--- config.mk ---
export PLATFORM = sky130hd
export DESIGN_NAME = fp_round_unit
export DESIGN_NICKNAME = d
export VERILOG_FILES = /design/src/rtl/fp_round_unit.sv
export SDC_FILE = /design/constraint.sdc
export NUM_CORES = 1
export LEC_CHECK = 0
export CORE_MARGIN = 1.5
export CORE_UTILIZATION = 40
export CTS_BUF_LIST = sky130_fd_sc_hd__clkbuf_8
export DETAILED_ROUTE_END_ITERATION = 6
export PLACE_DENSITY = 0.65
export RECOVER_POWER = 25
export SYNTH_ARGS = -nofsm -noshare
export SYNTH_HDL_FRONTEND = slang
export SYNTH_SLANG_ARGS = --single-unit
--- constraint.sdc ---
create_clock -name clk_i -period 4.3 [get_ports clk_i]
set_input_delay 0.86 -clock clk_i [delete_from_list [all_inputs] [get_ports clk_i]]
set_output_delay 0.86 -clock clk_i [all_outputs]
set_load 0.05 [all_outputs]
--- src/rtl/fp_round_unit.sv ---
// Purpose : final rounding stage for single-precision FP results; applies the
//           RISC-V rounding mode, resolves overflow/special values, builds fflags.
// Latency : 2 cycles accept-to-valid_o, 1 result per cycle; clk_en_i=0 freezes all state.
// Backpressure: ready_o is combinational from ready_i; result_o/fflags_o hold while valid_o & ~ready_i.
//
// Ports:
//   clk_i, rst_i (sync, active-high), clk_en_i (stage enable)
//   valid_i/ready_o        : input handshake
//   to_round_i             : unrounded {sign, exp[7:0], mant[22:0]}
//   round_bits_i           : {guard, round, sticky}
//   rounding_mode_i        : RNE=000 RTZ=001 RDN=010 RUP=011 RMM=100, others reserved
//   overflow_i, underflow_i, invalid_op_i, zero_divide_i : upstream exception flags
//   valid_o/ready_i        : output handshake
//   result_o               : rounded result
//   fflags_o               : {NV, DZ, OF, UF, NX}
module fp_round_unit #(
   parameter logic [31:0] MAX_FINITE   = 32'h7F7FFFFF,
   parameter logic [31:0] CANO_NAN_VAL = 32'h7FC00000
) (
   input  logic        clk_i,
   input  logic        rst_i,
   input  logic        clk_en_i,
   input  logic        valid_i,
   output logic        ready_o,
   input  logic [31:0] to_round_i,
   input  logic [2:0]  round_bits_i,
   input  logic [2:0]  rounding_mode_i,
   input  logic        overflow_i,
   input  logic        underflow_i,
   input  logic        invalid_op_i,
   input  logic        zero_divide_i,
   output logic        valid_o,
   input  logic        ready_i,
   output logic [31:0] result_o,
   output logic [4:0]  fflags_o
);

   localparam logic [2:0]  RM_RNE  = 3'b000;
   localparam logic [2:0]  RM_RTZ  = 3'b001;
   localparam logic [2:0]  RM_RDN  = 3'b010;
   localparam logic [2:0]  RM_RUP  = 3'b011;
   localparam logic [2:0]  RM_RMM  = 3'b100;
   localparam logic [30:0] INF_MAG = {8'hFF, 23'd0};

   // ---------------- stage-1 combinational: round-up decision + classify
   logic        w_sign;
   logic [7:0]  w_exp;
   logic [22:0] w_mant;
   logic        w_g, w_r, w_s;
   logic        w_inx;
   logic        w_rup;
   logic        w_rsvd;
   logic        w_special;
   logic        w_nan;
   logic        w_inf;
   logic        w_zero;

   assign w_sign        = to_round_i[31];
   assign w_exp         = to_round_i[30:23];
   assign w_mant        = to_round_i[22:0];
   assign {w_g, w_r, w_s} = round_bits_i;
   assign w_inx         = w_g | w_r | w_s;

   always_comb begin
      w_rup  = 1'b0;
      w_rsvd = 1'b0;
      case (rounding_mode_i)
         RM_RNE:  w_rup = w_g & (w_r | w_s | w_mant[0]);
         RM_RTZ:  w_rup = 1'b0;
         RM_RDN:  w_rup = w_sign & w_inx;
         RM_RUP:  w_rup = ~w_sign & w_inx;
         RM_RMM:  w_rup = w_g;
         default: w_rsvd = 1'b1;
      endcase
   end

   // An all-ones exponent arriving together with overflow_i is an overflowed
   // magnitude from upstream, not a genuine NaN/Inf operand, so it goes down
   // the overflow path instead of the special-value path.
   assign w_special = (w_exp == 8'hFF) & ~overflow_i;
   assign w_nan     = w_special & (|w_mant);
   assign w_inf     = w_special & ~(|w_mant);
   assign w_zero    = (w_exp == 8'd0) & ~(|w_mant);

   // ---------------- handshake
   logic r_s1_valid;
   logic r_valid;
   logic w_s2_adv;
   logic w_accept;

   assign w_s2_adv = ~r_valid | ready_i;
   assign ready_o  = clk_en_i & (~r_s1_valid | w_s2_adv);
   assign w_accept = valid_i & ready_o;

   // ---------------- stage-1 registers
   logic        r_s1_sign;
   logic [30:0] r_s1_mag;
   logic        r_s1_rup;
   logic        r_s1_inx;
   logic        r_s1_rsvd;
   logic [2:0]  r_s1_mode;
   logic        r_s1_nan;
   logic        r_s1_inf;
   logic        r_s1_zero;
   logic        r_s1_ovf_in;
   logic        r_s1_uf_in;
   logic        r_s1_inv_in;
   logic        r_s1_dz_in;

   always_ff @(posedge clk_i) begin
      if (rst_i) begin
         r_s1_valid <= 1'b0;
      end else if (ready_o) begin
         // ready_o already implies clk_en_i and room downstream of stage 1
         r_s1_valid <= valid_i;
      end
   end

   always_ff @(posedge clk_i) begin
      if (w_accept) begin
         r_s1_sign   <= w_sign;
         r_s1_mag    <= to_round_i[30:0];
         r_s1_rup    <= w_rup;
         r_s1_inx    <= w_inx;
         r_s1_rsvd   <= w_rsvd;
         r_s1_mode   <= rounding_mode_i;
         r_s1_nan    <= w_nan;
         r_s1_inf    <= w_inf;
         r_s1_zero   <= w_zero;
         r_s1_ovf_in <= overflow_i;
         r_s1_uf_in  <= underflow_i;
         r_s1_inv_in <= invalid_op_i;
         r_s1_dz_in  <= zero_divide_i;
      end
   end

   // ---------------- stage-2 combinational: increment + result select
   logic [30:0] w_sum;
   logic        w_ovf;
   logic [31:0] w_res;
   logic [4:0]  w_flags;

   // A mantissa carry ripples into the exponent, which is exactly the
   // renormalisation needed after rounding 1.111..1 up.
   assign w_sum = r_s1_mag + {30'd0, r_s1_rup};
   assign w_ovf = r_s1_ovf_in | (w_sum[30:23] == 8'hFF);

   always_comb begin
      w_res   = {r_s1_sign, w_sum};
      w_flags = 5'b00000;
      if (r_s1_inv_in | r_s1_rsvd) begin
         w_res   = CANO_NAN_VAL;
         w_flags = 5'b10000;
      end else if (r_s1_dz_in) begin
         w_res   = {r_s1_sign, INF_MAG};
         w_flags = 5'b01000;
      end else if (r_s1_nan) begin
         // only a signalling NaN (quiet bit clear) raises NV
         w_res   = CANO_NAN_VAL;
         w_flags = {~r_s1_mag[22], 4'b0000};
      end else if (r_s1_inf) begin
         w_res   = {r_s1_sign, r_s1_mag};
         w_flags = 5'b00000;
      end else if (w_ovf) begin
         w_flags = 5'b00101;
         case (r_s1_mode)
            RM_RTZ:  w_res = {r_s1_sign, MAX_FINITE[30:0]};
            RM_RDN:  w_res = r_s1_sign ? {1'b1, INF_MAG} : {1'b0, MAX_FINITE[30:0]};
            RM_RUP:  w_res = r_s1_sign ? {1'b1, MAX_FINITE[30:0]} : {1'b0, INF_MAG};
            default: w_res = {r_s1_sign, INF_MAG};
         endcase
      end else begin
         w_res      = (r_s1_zero & ~r_s1_inx) ? {r_s1_sign, 31'd0} : {r_s1_sign, w_sum};
         w_flags[0] = r_s1_inx;
         w_flags[1] = (r_s1_uf_in | (r_s1_mag[30:23] == 8'd0)) & r_s1_inx;
      end
   end

   // ---------------- stage-2 registers (outputs)
   logic [31:0] r_result;
   logic [4:0]  r_fflags;

   always_ff @(posedge clk_i) begin
      if (rst_i) begin
         r_valid  <= 1'b0;
         r_result <= 32'd0;
         r_fflags <= 5'd0;
      end else if (clk_en_i & w_s2_adv) begin
         r_valid <= r_s1_valid;
         // keep the last result on the bus when a bubble moves in
         if (r_s1_valid) begin
            r_result <= w_res;
            r_fflags <= w_flags;
         end
      end
   end

   assign valid_o  = r_valid;
   assign result_o = r_result;
   assign fflags_o = r_fflags;

endmodule

==> flow_summary.yaml, run 1 <==
logic_synthesis:
  synth_enable_flop_cells: 45
  syn_area_um2: 4104
  biggest_area_consumer_among_synthesized_cells: "edfxtp_1"
  synth-seq-area-share_pct: 51.95
  yosysUniqueCellTypes: 55
  synth_commonest_cells: "edfxtp_1 (45), dfxtp_1 (39), nand2_1 (39)"
  post_synth_inst_count: 417
  synth_area_leaders: "edfxtp_1 (33%), dfxtp_1 (19%), o21ai_0 (4.5%)"
  async_flop_share_pct: 0
  synth-seq-cells: 84
  ys_dominant_reg_cell: "edfxtp_1"
  post-synth-top-area-fraction_pct: 32.93
  syn-num-nets: 466
  yosysWarningCount: 0
  post-synth-top-count-cell: "edfxtp_1"
  post_synth.cell_area_avg_um2: 9.842
sta:
  worst_slew_pin_slew_ps: 1045
  maxSlewViolCount: 0
  finalWorstPathRequiredPeriod_ps: 3524
  grt_setup_unrepaired: "no"
  final_min_period_over_clock_period_pct: 81.95
  final_worst_setup_slack_ps: 776.2
  setup_tns_ps: 0
  slew-limit-headroom_pct: 30.33
  hold_violations: 0
  setup_viol_count_final: 0
  skew_ps: 11.31
  maximum_frequency_from_static_timing_analysis_mhz: 283.8
worst_setup_path:
  worst-path-stages: 3
  cp_cell_sequence: "dlygate4sd3_1, a21boi_0, clkdlybuf4s50_1"
  crit_path_end_kind: "output port"
  timing.reg2reg.worst_path_depth: 9
  crit_path_max_fanout: 7
  cp.buffers_inverters: 2
  crit_path_max_incr_delay_ps: 860
  path_class: "input port to output port"
  reg2reg_to: "result_o[16]"
  cp_slowest_cell: "clkdlybuf4s50_1"
  crit_arrival_ps: 2660
  critical_path_required_ps: 3440
  timing.critical_path.max_delay_family: "buffers and inverters"
  worstReg2RegStart: "r_s1_mag[0]"
  timing.critical_path.from_type: "input port"
  rrSetupSlack_ps: 1130
routing:
  totalWireLength_mm: 11.67
  route.vias.total: 3748
  drc: 0
  viasPerCell: 5.865
  violation_count_after_the_first_detailed_route_iteration: 267
  dr.pass1.iters: 5
  wl_per_cell_um: 18.26
  antenna_violating_nets_post_route: 0
placed_design:
  place_worst_setup_slack_ps: 848.0
  dpl-instance-area_um2: 5094
  gp_congestion: 0.9099
  placement.io_buffers: 85
  detailed_place_hpwl_mm: 8.565
final_layout:
  layout-drive-gt1-share_pct: 5.929
  finalNetCount: 550
  post-route-cell-area_um2: 5286
  final_core_util_pct: 53.59
  antennaDiodeCount: 0
  area.growth.synth_to_final_pct: 28.81
power_and_ir_drop:
  net_sw_power_mw: 0.4441
  power_density_nw_per_um2: 315.6
  combPwrFrac_pct: 11.0
  proportion_of_total_power_due_to_net_switching_pct: 26.62
  static-leakage-power_nw: 1.689
  power_frac_seq_pct: 55.7
  internal_power_consumption_mw: 1.224
  power_frac_clock_pct: 33.3
  p_total_mw: 1.668
  irDropWorstVdd_uv: 177.0
global_route:
  number_of_antenna_violations_at_the_first_check_in_global_routing: 0
  grt_use_met2_pct: 33.41
  gr-usage-met3_pct: 2.506
  first_global_vias: 3488
  grt_use_total_pct: 21.52
  largest_net_degree_at_the_start_of_global_routing: 46
  met1_usage_pct: 30.52
  first_pass_grt_wire_length_mm: 18.54
  global_route.overflow_total: 0
  busiest_layer_in_global_routing: "met2"
clock_tree:
  ctsResizeCount: 0
  max-clock-path-buffers: 2
  deepest_level_of_the_cts_h_tree: 3
  hold_buffers: 0
  cts_sink_count: 84
  cts.root.buffer_cell: "clkbuf_8"
  cts_setup_buffers: 0
  clk_latency_ps: 350
  clk_transition_reported_paths_ps: 90
  cts_inserted_buffers: 9
  cts_tree: "done"
min_path:
  hp-class: "flip-flop to flip-flop"
  timing.hold.worst_endpoint: "fflags_o[3]"
  min_path_cells: 2
  hold_sp: "fflags_o[3]"
die:
  chipWidth_um: 104.3
  chipHeight_um: 104.3
  std_cell_rows: 36
  initial_utilization_pct: 41.60
  coreArea_um2: 9864
  area_of_the_die_um2: 10880
  ios: 86
job:
  max_cap_viol_count: 0
run_status:
  outcome: "completed"
==> stage by stage <==
| stage | instances | hold WS [ps] |
|---|---|---|
| 2_1_floorplan | 417 | 490.3 |
| 3_3_place_gp | 623 | 437.1 |
| 3_5_place_dp | 623 | 443.8 |
| 4_1_cts | 639 | 457.0 |
| 5_1_grt | 639 | 478.2 |
| 6_report | 639 | 452.6 |
==> logic make-up (layout without fill, tap and decap cells) <==
kind of cell / after synthesis / count (layout) / synth area share (%)
mux: 3 / 3 / 0.7317
simple gates: 180 / 180 / 23.23
compound gates: 118 / 118 / 19.63
buf+inv: 23 / 112 / 2.348
fa+ha+maj: 2 / 2 / 0.6097
xor+xnor: 7 / 7 / 1.494
flops: 84 / 84 / 51.95
==> worst reg2reg max path, delay by kind of cell, from the launching register on <==
| family | cells | cell delay, ps |
|---|---|---|
| AND/OR/NAND/NOR | 2 | 430 |
| AO/OA/AOI/OAI | 5 | 1790 |
| flip-flops | 1 | 400 |
| adder cells (fa/ha/maj) | 2 | 450 |
==> cells in the final DEF (no fill, tap or decap), types with 4 or more instances in the layout <==
cell | Yosys | layout
dfxtp_1 | 39 | 39
nand3_1 | 19 | 19
nor2_1 | 35 | 35
a21boi_0 | 5 | 5
a31oi_1 | 4 | 4
nand4b_1 | 5 | 5
dlygate4sd3_1 | 0 | 41
or3_1 | 4 | 4
edfxtp_1 | 45 | 45
nor3_1 | 14 | 14
inv_1 | 4 | 6
nor4_1 | 20 | 20
buf_4 | 2 | 7
nand4_1 | 12 | 12
a221o_1 | 9 | 9
clkdlybuf4s50_1 | 0 | 44
o221ai_1 | 4 | 4
and3_1 | 5 | 5
o21ai_0 | 37 | 37
a311oi_1 | 5 | 5
clkbuf_8 | 0 | 9
a21oi_1 | 20 | 20
xnor2_1 | 6 | 6
a211oi_1 | 10 | 10
nand2b_1 | 7 | 7
nand2_1 | 39 | 39
==> flip-flops by register name, summed over array words and instances, names as in the netlist, 3 cells and up <==
register   cells
r_s1_mag      31
r_s1_mode      3
result_o      32
fflags_o       5
==> routing by layer <==
layer / vias up / routed length, um
met2: 146 / 5376
met5: - / 0
li1: 1795 / -
met1: 1791 / 5426
met3: 16 / 672
met4: 0 / 192
==> power groups by stage <==
stage	clock network, mW	logic (mW)	registers (mW)
after detailed placement	0	0.189	0.946
after global placement	0	0.187	0.945
after floorplan	0	0.0871	0.944
final	0.556	0.183	0.929
after global routing	0.600	0.199	0.934
after CTS	0.567	0.191	0.927
==> worst max-delay path by stage <==
stage	start	endpoint	slack, ps
after floorplan	ready_i	r_s1_dz_in	570
after detailed placement	clk_en_i	ready_o	850
after global routing	clk_en_i	ready_o	720
final	clk_en_i	ready_o	780
after global placement	clk_en_i	ready_o	930
after CTS	clk_en_i	ready_o	860
==> final cells by class <==
class / count / area [um^2]
inverters: 4 / 15.01
well taps: 133 / 166.4
flip-flops and latches: 84 / 2132
clock inverters: 7 / 68.82
fillers: 897 / 4578
repair buffers: 92 / 903.4
multi-input cells: 310 / 1877
clock buffers: 9 / 123.9
(Power assumes the default switching activity.)
==> run 2: changes to the inputs <==
Clock period 4.3 ns to 3.5 ns, I/O delays scaled along.
==> run 2 against run 1 <==
  * First-iteration DRC count increased by 21%
  * Critical path depth is 6 higher
  * Global-route usage rose by 1.1 points
  * Combinational power up 25%
  * Clock skew shrank 2.9 ps
  * Count of clock-buffer cells in the layout unchanged
==> flow_summary.yaml, run 2 (synthesis gave the netlist of run 1 again) <==
run_status:
  outcome: "completed"
placed_design:
  detailed_place_hpwl_mm: 8.851
  placement.io_buffers: 85
  gp_congestion: 0.9274
  place_worst_setup_slack_ps: 451.8
routing:
  viasPerCell: 5.941
  dr.pass1.iters: 5
  drc: 0
  totalWireLength_mm: 12.12
  antenna_violating_nets_post_route: 0
  wl_per_cell_um: 18.88
  route.vias.total: 3814
  violation_count_after_the_first_detailed_route_iteration: 324
global_route:
  first_global_vias: 3637
  grt_use_total_pct: 22.57
  number_of_antenna_violations_at_the_first_check_in_global_routing: 0
  global_route.overflow_total: 0
  first_pass_grt_wire_length_mm: 19.18
  largest_net_degree_at_the_start_of_global_routing: 46
job:
  max_cap_viol_count: 0
clock_tree:
  cts.root.buffer_cell: "clkbuf_8"
  cts_sink_count: 84
  cts_setup_buffers: 0
  cts_tree: "done"
  deepest_level_of_the_cts_h_tree: 3
  clk_latency_ps: 360
  clk_transition_reported_paths_ps: 90
  hold_buffers: 0
  max-clock-path-buffers: 2
  cts_inserted_buffers: 9
  ctsResizeCount: 0
sta:
  skew_ps: 8.455
  slew-limit-headroom_pct: 37.69
  final_min_period_over_clock_period_pct: 86.28
  whs_ps: 458.0
  setup_viol_count_final: 0
  final_worst_setup_slack_ps: 480.3
  finalWorstPathRequiredPeriod_ps: 3020
  grt_setup_unrepaired: "no"
  maxSlewViolCount: 0
  setup_tns_ps: 0
  hold_violations: 0
  worst_slew_pin_slew_ps: 934.6
  maximum_frequency_from_static_timing_analysis_mhz: 331.2
final_layout:
  antennaDiodeCount: 0
  largest_register_ff_count: 32
  area.growth.synth_to_final_pct: 30.34
  final_core_util_pct: 54.22
  layout-drive-gt1-share_pct: 6.680
  finalNetCount: 553
  layout_common_cells: "edfxtp_1 (45), clkdlybuf4s50_1 (44), dlygate4sd3_1 (40)"
  leading_cell_type_in_the_layout_fill_and_taps_excluded: "edfxtp_1"
worst_setup_path:
  path_class: "flip-flop to flip-flop"
  worstReg2RegStart: "r_s1_mag[0]"
  critical_path_required_ps: 3760
  crit_arrival_ps: 3280
  crit_start: "r_s1_mag[0]"
  crit_path_max_fanout: 11
  timing.critical_path.from_type: "flip-flop"
  crit_path_end_kind: "flip-flop"
die:
  chipWidth_um: 104.3
  coreArea_um2: 9864
  ios: 86
  std_cell_rows: 36
  initial_utilization_pct: 41.60
  area_of_the_die_um2: 10880
  chipHeight_um: 104.3
power_and_ir_drop:
  static-leakage-power_nw: 1.727
  power_density_nw_per_um2: 412.8
  irDropWorstVdd_uv: 207.4
min_path:
  hold_sp: "result_o[4]"
  hp-class: "flip-flop to flip-flop"
==> run 2: cell type report <==
cell class | count | area, um^2
clock buffers | 9 | 123.9
clock inverters | 7 | 115.1
fillers | 911 | 4516
inverters | 4 | 15.01
multi-input cells | 310 | 1877
flip-flops and latches | 84 | 2132
well taps | 133 | 166.4
repair buffers | 95 | 919.6
==> run 2: per-stage QoR <==
| stage | area [um^2] | std cells | power [mW] |
|---|---|---|---|
| after floorplan | 4105 | 417 | 1.266 |
| after global placement | 5114 | 626 | 1.395 |
| after detailed placement | 5114 | 626 | 1.398 |
| after CTS | 5353 | 642 | 2.226 |
| after global routing | 5349 | 642 | 2.286 |
| final | 5349 | 642 | 2.208 |
==> run 2: power by group <==
part | total, mW | switching [mW] | internal [mW] | leakage [nW]
clock | 0.837 | 0.364 | 0.473 | 0.121
combinational | 0.229 | 0.135 | 0.0936 | 0.872
sequential | 1.14 | 0.0575 | 1.08 | 0.734
==> run 2: layer usage <==
layer	vias up	share of wire, %	global-route usage, %
met3	13	7.8	3.634
li1	1806	-	-
met5	-	0	0
met1	1810	45	31.46
met2	185	45	35.01
met4	0	1.3	8.730
==> run 2: path summary, 6_finish.rpt <==
check / endpoint / slack (ps) / depth (start not counted)
min reg2reg: result_o[4] / 460 / 2
max reg2reg: result_o[7] / 480 / 9
max: result_o[7] / 480 / 9
min: result_o[4] / 460 / 2
==> run 2: critical path, cell delays in order, from the launching register on <==
cell      delay [ps]
edfxtp_1         370
ha_1             200
ha_1             230
and2_1           270
nand3_1          160
nor4_1           430
o221ai_2         340
nand3_1          430
o21ai_0          170
a221o_1          310
==> edit 1 (settings of run 2) <==
Register the output `fflags_o` once more; this adds one clock of latency there. The other outputs are not delayed to match. Comments in the files are not updated.
--- a/src/rtl/fp_round_unit.sv
+++ b/src/rtl/fp_round_unit.sv
@@ -197,7 +197,9 @@
 
    assign valid_o  = r_valid;
    assign result_o = r_result;
-   assign fflags_o = r_fflags;
+   always_ff @(posedge clk_i) begin
+      fflags_o <= r_fflags;
+   end
 
 endmodule
 
Function: changed (Yosys sat finds a counterexample within 4 cycles, from zero or initial values and one cycle with rst_i high).
==> edit 1 against run 2 <==
Power shrank 4.2%; via count increased by 4.3%; setup slack lost 0.055 ns; sequential share of layout area decreased by 0.20 points; final area grew 5.2%; area after synthesis increased by 7.5%; routed wire length is 1.7% higher; sequential cell count is 5 higher; non-clock buffer count increased by 7; combinational power up 7%; largest cell class unchanged.
==> edit 1: results (changes against run 2) <==
metric;value;unit;change
VDD IR max;0.171;mV;-17%
Final HPWL DP;9090;um;+2.7%
vias per cell;5.87;;-1.2%
invs w/o clock;8;;+4
synthesized net count;492;;+5.6%
WL final;12300;um;+1.7%
Worst Clk Skew;0.0111;ns;+0.00268 ns
1st-pass router iterations;4;;-1
P_leak;1.84;nW;+6.6%
ranking of synthesized cells by area;edfxtp_1 (31%), dfxtp_1 (20%), nor2_1 (3.4%);;
PostCTS Resize Cnt;0;;unchanged
Total GRT Usage;0.214;;-0.0117
share of cells above drive strength 1;0.106;;+0.0392
sw frac;0.281;;+0.0289
WL met2;5660;um;+2.7%
Nets;582;;+5.2%
GP Congestion;0.903;;-2.7%
Relative slew margins;0.606;;+0.229
met2 usage;0.332;;-0.0178
multi-input logic area;2030;um2;+8.4%
Iter 0 DRT Violations;312;;-3.7%
Hold Path Stages;0;;-2
syn_area_per_cell;9.96;um2;+1.2%
signal buffers share of area;0.173;;+0.00148
CLK BUF;10;;+1
H-tree levels;3;;unchanged
Critical Path Max Stage Delay;0.49;ns;+0.06 ns
sequential share of cell area;0.397;;-0.00198
DP Cell Count;662;;+5.8%
post-synth cell types;70;;+27%
multi-input gates;323;;+4.2%
post-placement cell area;5450;um2;+6.5%
met1 usage;0.308;;-0.00630
Post-CTS Setup Inserts;0;;unchanged
fraction of area in multi-input gates;0.361;;+0.0106
Seq/Total Area, Yosys;0.506;;-0.0134
critical path arrival;3.36;ns;+0.08 ns
clock sinks;89;;+6.0%
CP max FO;9;;-2
Yosys warning count;0;;unchanged
wl on met1;5800;um;+5.3%
Non-clk bufs;102;;+7.4%
Filler Cell Count;1028;;+13%
pre-CTS setup slack;0.228;ns;-0.224 ns
vias in the first global route;3608;;-0.80%
FFs w/ async S/R, synth;0;;unchanged
GRT met3 Usage;0.0338;;-0.00259
first-pass GRT wire length;19100;um;-0.58%
clock network area share;0.0320;;-0.0127
detailed-route via count;3979;;+4.3%
status;finished clean;;
Routed met3 length;671;um;-29%
slowest CP cell;o31ai_4;;
top post-synthesis cells by count;edfxtp_1 (45), dfxtp_1 (44), nor2_1 (40);;
core area;10800;um2;+9.4%
CP delay by family, top;compound AO/OA/AOI/OAI gates;;
==> edit 1: cell types whose count changed in the layout (fill, tap and decap cells not counted), moves of 5 or more <==
| cell | delta |
|---|---|
| o21ai_0 | -13 |
| a221o_1 | -9 |
| buf_4 | +8 |
| a211oi_1 | -7 |
| a32oi_1 | +7 |
| o21ai_1 | +7 |
| nand4_1 | -6 |
| a222oi_1 | +5 |
| a22oi_1 | +5 |
| dfxtp_1 | +5 |
| nor2_1 | +5 |
==> edit 1: cells by family (layout without fill, tap and decap cells) <==
logic type,after synthesis,in the layout,synth area share
and+or+nand+nor,183,183,0.224
AOI/OAI and AO/OA,130,130,0.212
DFF,89,89,0.506
buffers and inverters,31,126,0.0329
xor gates and xnor gates,6,6,0.0136
adders and majority gates,2,2,0.00567
muxes,2,2,0.00511
==> edit 1: worst paths after layout <==
check / from / end / slack [ns]
hold / removal: r_fflags[4] / fflags_o[4] / 0.35
setup reg to reg: r_s1_mag[0] / result_o[8] / 0.43
setup / recovery: r_s1_mag[0] / result_o[8] / 0.43
hold reg to reg: r_fflags[4] / fflags_o[4] / 0.35
==> edit 1: power by group through the flow <==
stage / logic [W] / registers [W] / clock network [W]
final: 0.000246 / 0.00120 / 0.000672
after global routing: 0.000268 / 0.00120 / 0.000721
after CTS: 0.000254 / 0.00119 / 0.000677
after detailed placement: 0.000253 / 0.00122 / 0
after global placement: 0.000249 / 0.00122 / 0
after floorplan: 0.000126 / 0.00121 / 0
==> edit 1: worst register-to-register path, stage by stage (launching register included) <==
cell and delay (ns):
edfxtp_1 0.40, ha_1 0.26, ha_1 0.29, nand3_1 0.33, a21oi_1 0.15, a31oi_1 0.34
o2bb2ai_1 0.21, o31ai_4 0.49, o21ai_1 0.27, a32oi_1 0.24
==> edit 2 (flow settings as in run 2) <==
Made on the original files. Set the parameter `MAX_FINITE` to 32'h5F9FFFFF (it was 32'h7F7FFFFF).
--- a/src/rtl/fp_round_unit.sv
+++ b/src/rtl/fp_round_unit.sv
@@ -14,7 +14,7 @@
 //   result_o               : rounded result
 //   fflags_o               : {NV, DZ, OF, UF, NX}
 module fp_round_unit #(
-   parameter logic [31:0] MAX_FINITE   = 32'h7F7FFFFF,
+   parameter logic [31:0] MAX_FINITE   = 32'h5F9FFFFF,
    parameter logic [31:0] CANO_NAN_VAL = 32'h7FC00000
 ) (
    input  logic        clk_i,
Behaviour: not the same (a bounded check fails within 4 cycles, from zero or initial values and one cycle with rst_i high).
==> edit 2 against run 2 <==
Synthesized cell count shrank 0.24%; sequential cell count unchanged; setup slack worse by 0.25 ns; final area up 0.30%; non-clock buffer count up 4; core utilization is 1.8 points lower; power fell by 9.2%; maximum frequency decreased by 7.6%; area after synthesis increased by 1.5%; highest routed layer unchanged; routed wire length is essentially flat.
==> edit 2: results (changes against run 2) <==
metric;value;unit;change
status;finished clean;;
critical path arrival;3.54;ns;+0.26 ns
Final HPWL DP;9200;um;+4.0%
Reg2Reg Setup Slack;0.23;ns;-0.25 ns
compound-cell area share of the yosys netlist;0.228;;+0.0319
mux contribution to synthesized area;0.00240;;-0.00491
P_leak;1.72;nW;-0.33%
clock network area share;0.0326;;-0.0120
Least-Margin Pin Slew;0.616;ns;-0.318 ns
Worst Setup EP;result_o[11];;
core area;10200;um2;+3.7%
post-placement cell area;5190;um2;+1.5%
synthesized net count;465;;-0.21%
CLK BUF;11;;+2
sw frac;0.267;;+0.0145
Nets;554;;+0.18%
invs w/o clock;7;;+3
Adder-Cell Fraction of Synth Area;0.00601;;-0.0000916
vias per cell;6.04;;+1.7%
post-synth cell types;58;;+5.5%
XOR/XNOR Fraction of Synth Area;0.00420;;-0.0107
FF-to-FF path depth;10;;+1
Critical Path Max Stage Delay;0.41;ns;-0.02 ns
VDD IR max;0.167;mV;-20%
Non-clk bufs;99;;+4.2%
ranking of synthesized cells by area;edfxtp_1 (32%), dfxtp_1 (19%), o21ai_0 (3.6%);;
top post-synthesis cells by count;edfxtp_1 (45), dfxtp_1 (39), nand2_1 (37);;
slowest CP cell;a21o_1;;
edit 2: how the worst min path moves through the flow:
stage	start	end	slack, ns
5_1_grt	fflags_o[1]	fflags_o[1]	0.50
3_3_place_gp	fflags_o[0]	fflags_o[0]	0.45
4_1_cts	fflags_o[1]	fflags_o[1]	0.46
6_report	fflags_o[1]	fflags_o[1]	0.45
2_1_floorplan	r_s1_valid	valid_o	0.48
3_5_place_dp	fflags_o[1]	fflags_o[1]	0.45
edit 2: cell families (layout without fill, tap and decap cells):
kind of cell | Yosys count | count (layout)
simple gates | 168 | 168
compound gates | 131 | 131
flops | 84 | 84
buf+inv | 28 | 122
fa+ha+maj | 2 | 2
xor+xnor | 2 | 2
mux | 1 | 1
edit 2: per-stage QoR:
step | hold slack, ns | total power (W) | setup slack [ns] | cells | util
floorplan | 0.478 | 0.00126 | 0.353 | 416 | -
global route | 0.496 | 0.00208 | 0.0204 | 646 | 0.524
finish | 0.454 | 0.00201 | 0.233 | 646 | 0.524
global placement | 0.446 | 0.00139 | 0.452 | 630 | 0.507
CTS | 0.462 | 0.00202 | 0.277 | 646 | 0.524
detailed placement | 0.450 | 0.00140 | 0.268 | 630 | 0.507
edit 2: power by group through the flow:
| stage | Clock, W | Sequential [W] | Combinational, W |
|---|---|---|---|
| 2_1_floorplan | 0 | 0.00116 | 0.000108 |
| 3_3_place_gp | 0 | 0.00115 | 0.000242 |
| 3_5_place_dp | 0 | 0.00115 | 0.000245 |
| 4_1_cts | 0.000643 | 0.00113 | 0.000246 |
| 5_1_grt | 0.000687 | 0.00114 | 0.000256 |
| 6_report | 0.000634 | 0.00113 | 0.000239 |
edit 2: metal layers:
metal	vias up	global-route usage	routed length, um
li1	1830	-	-
met1	1876	0.292	5280
met2	173	0.354	5640
met3	25	0.0599	950
met4	0	0.0724	244
met5	-	0	0
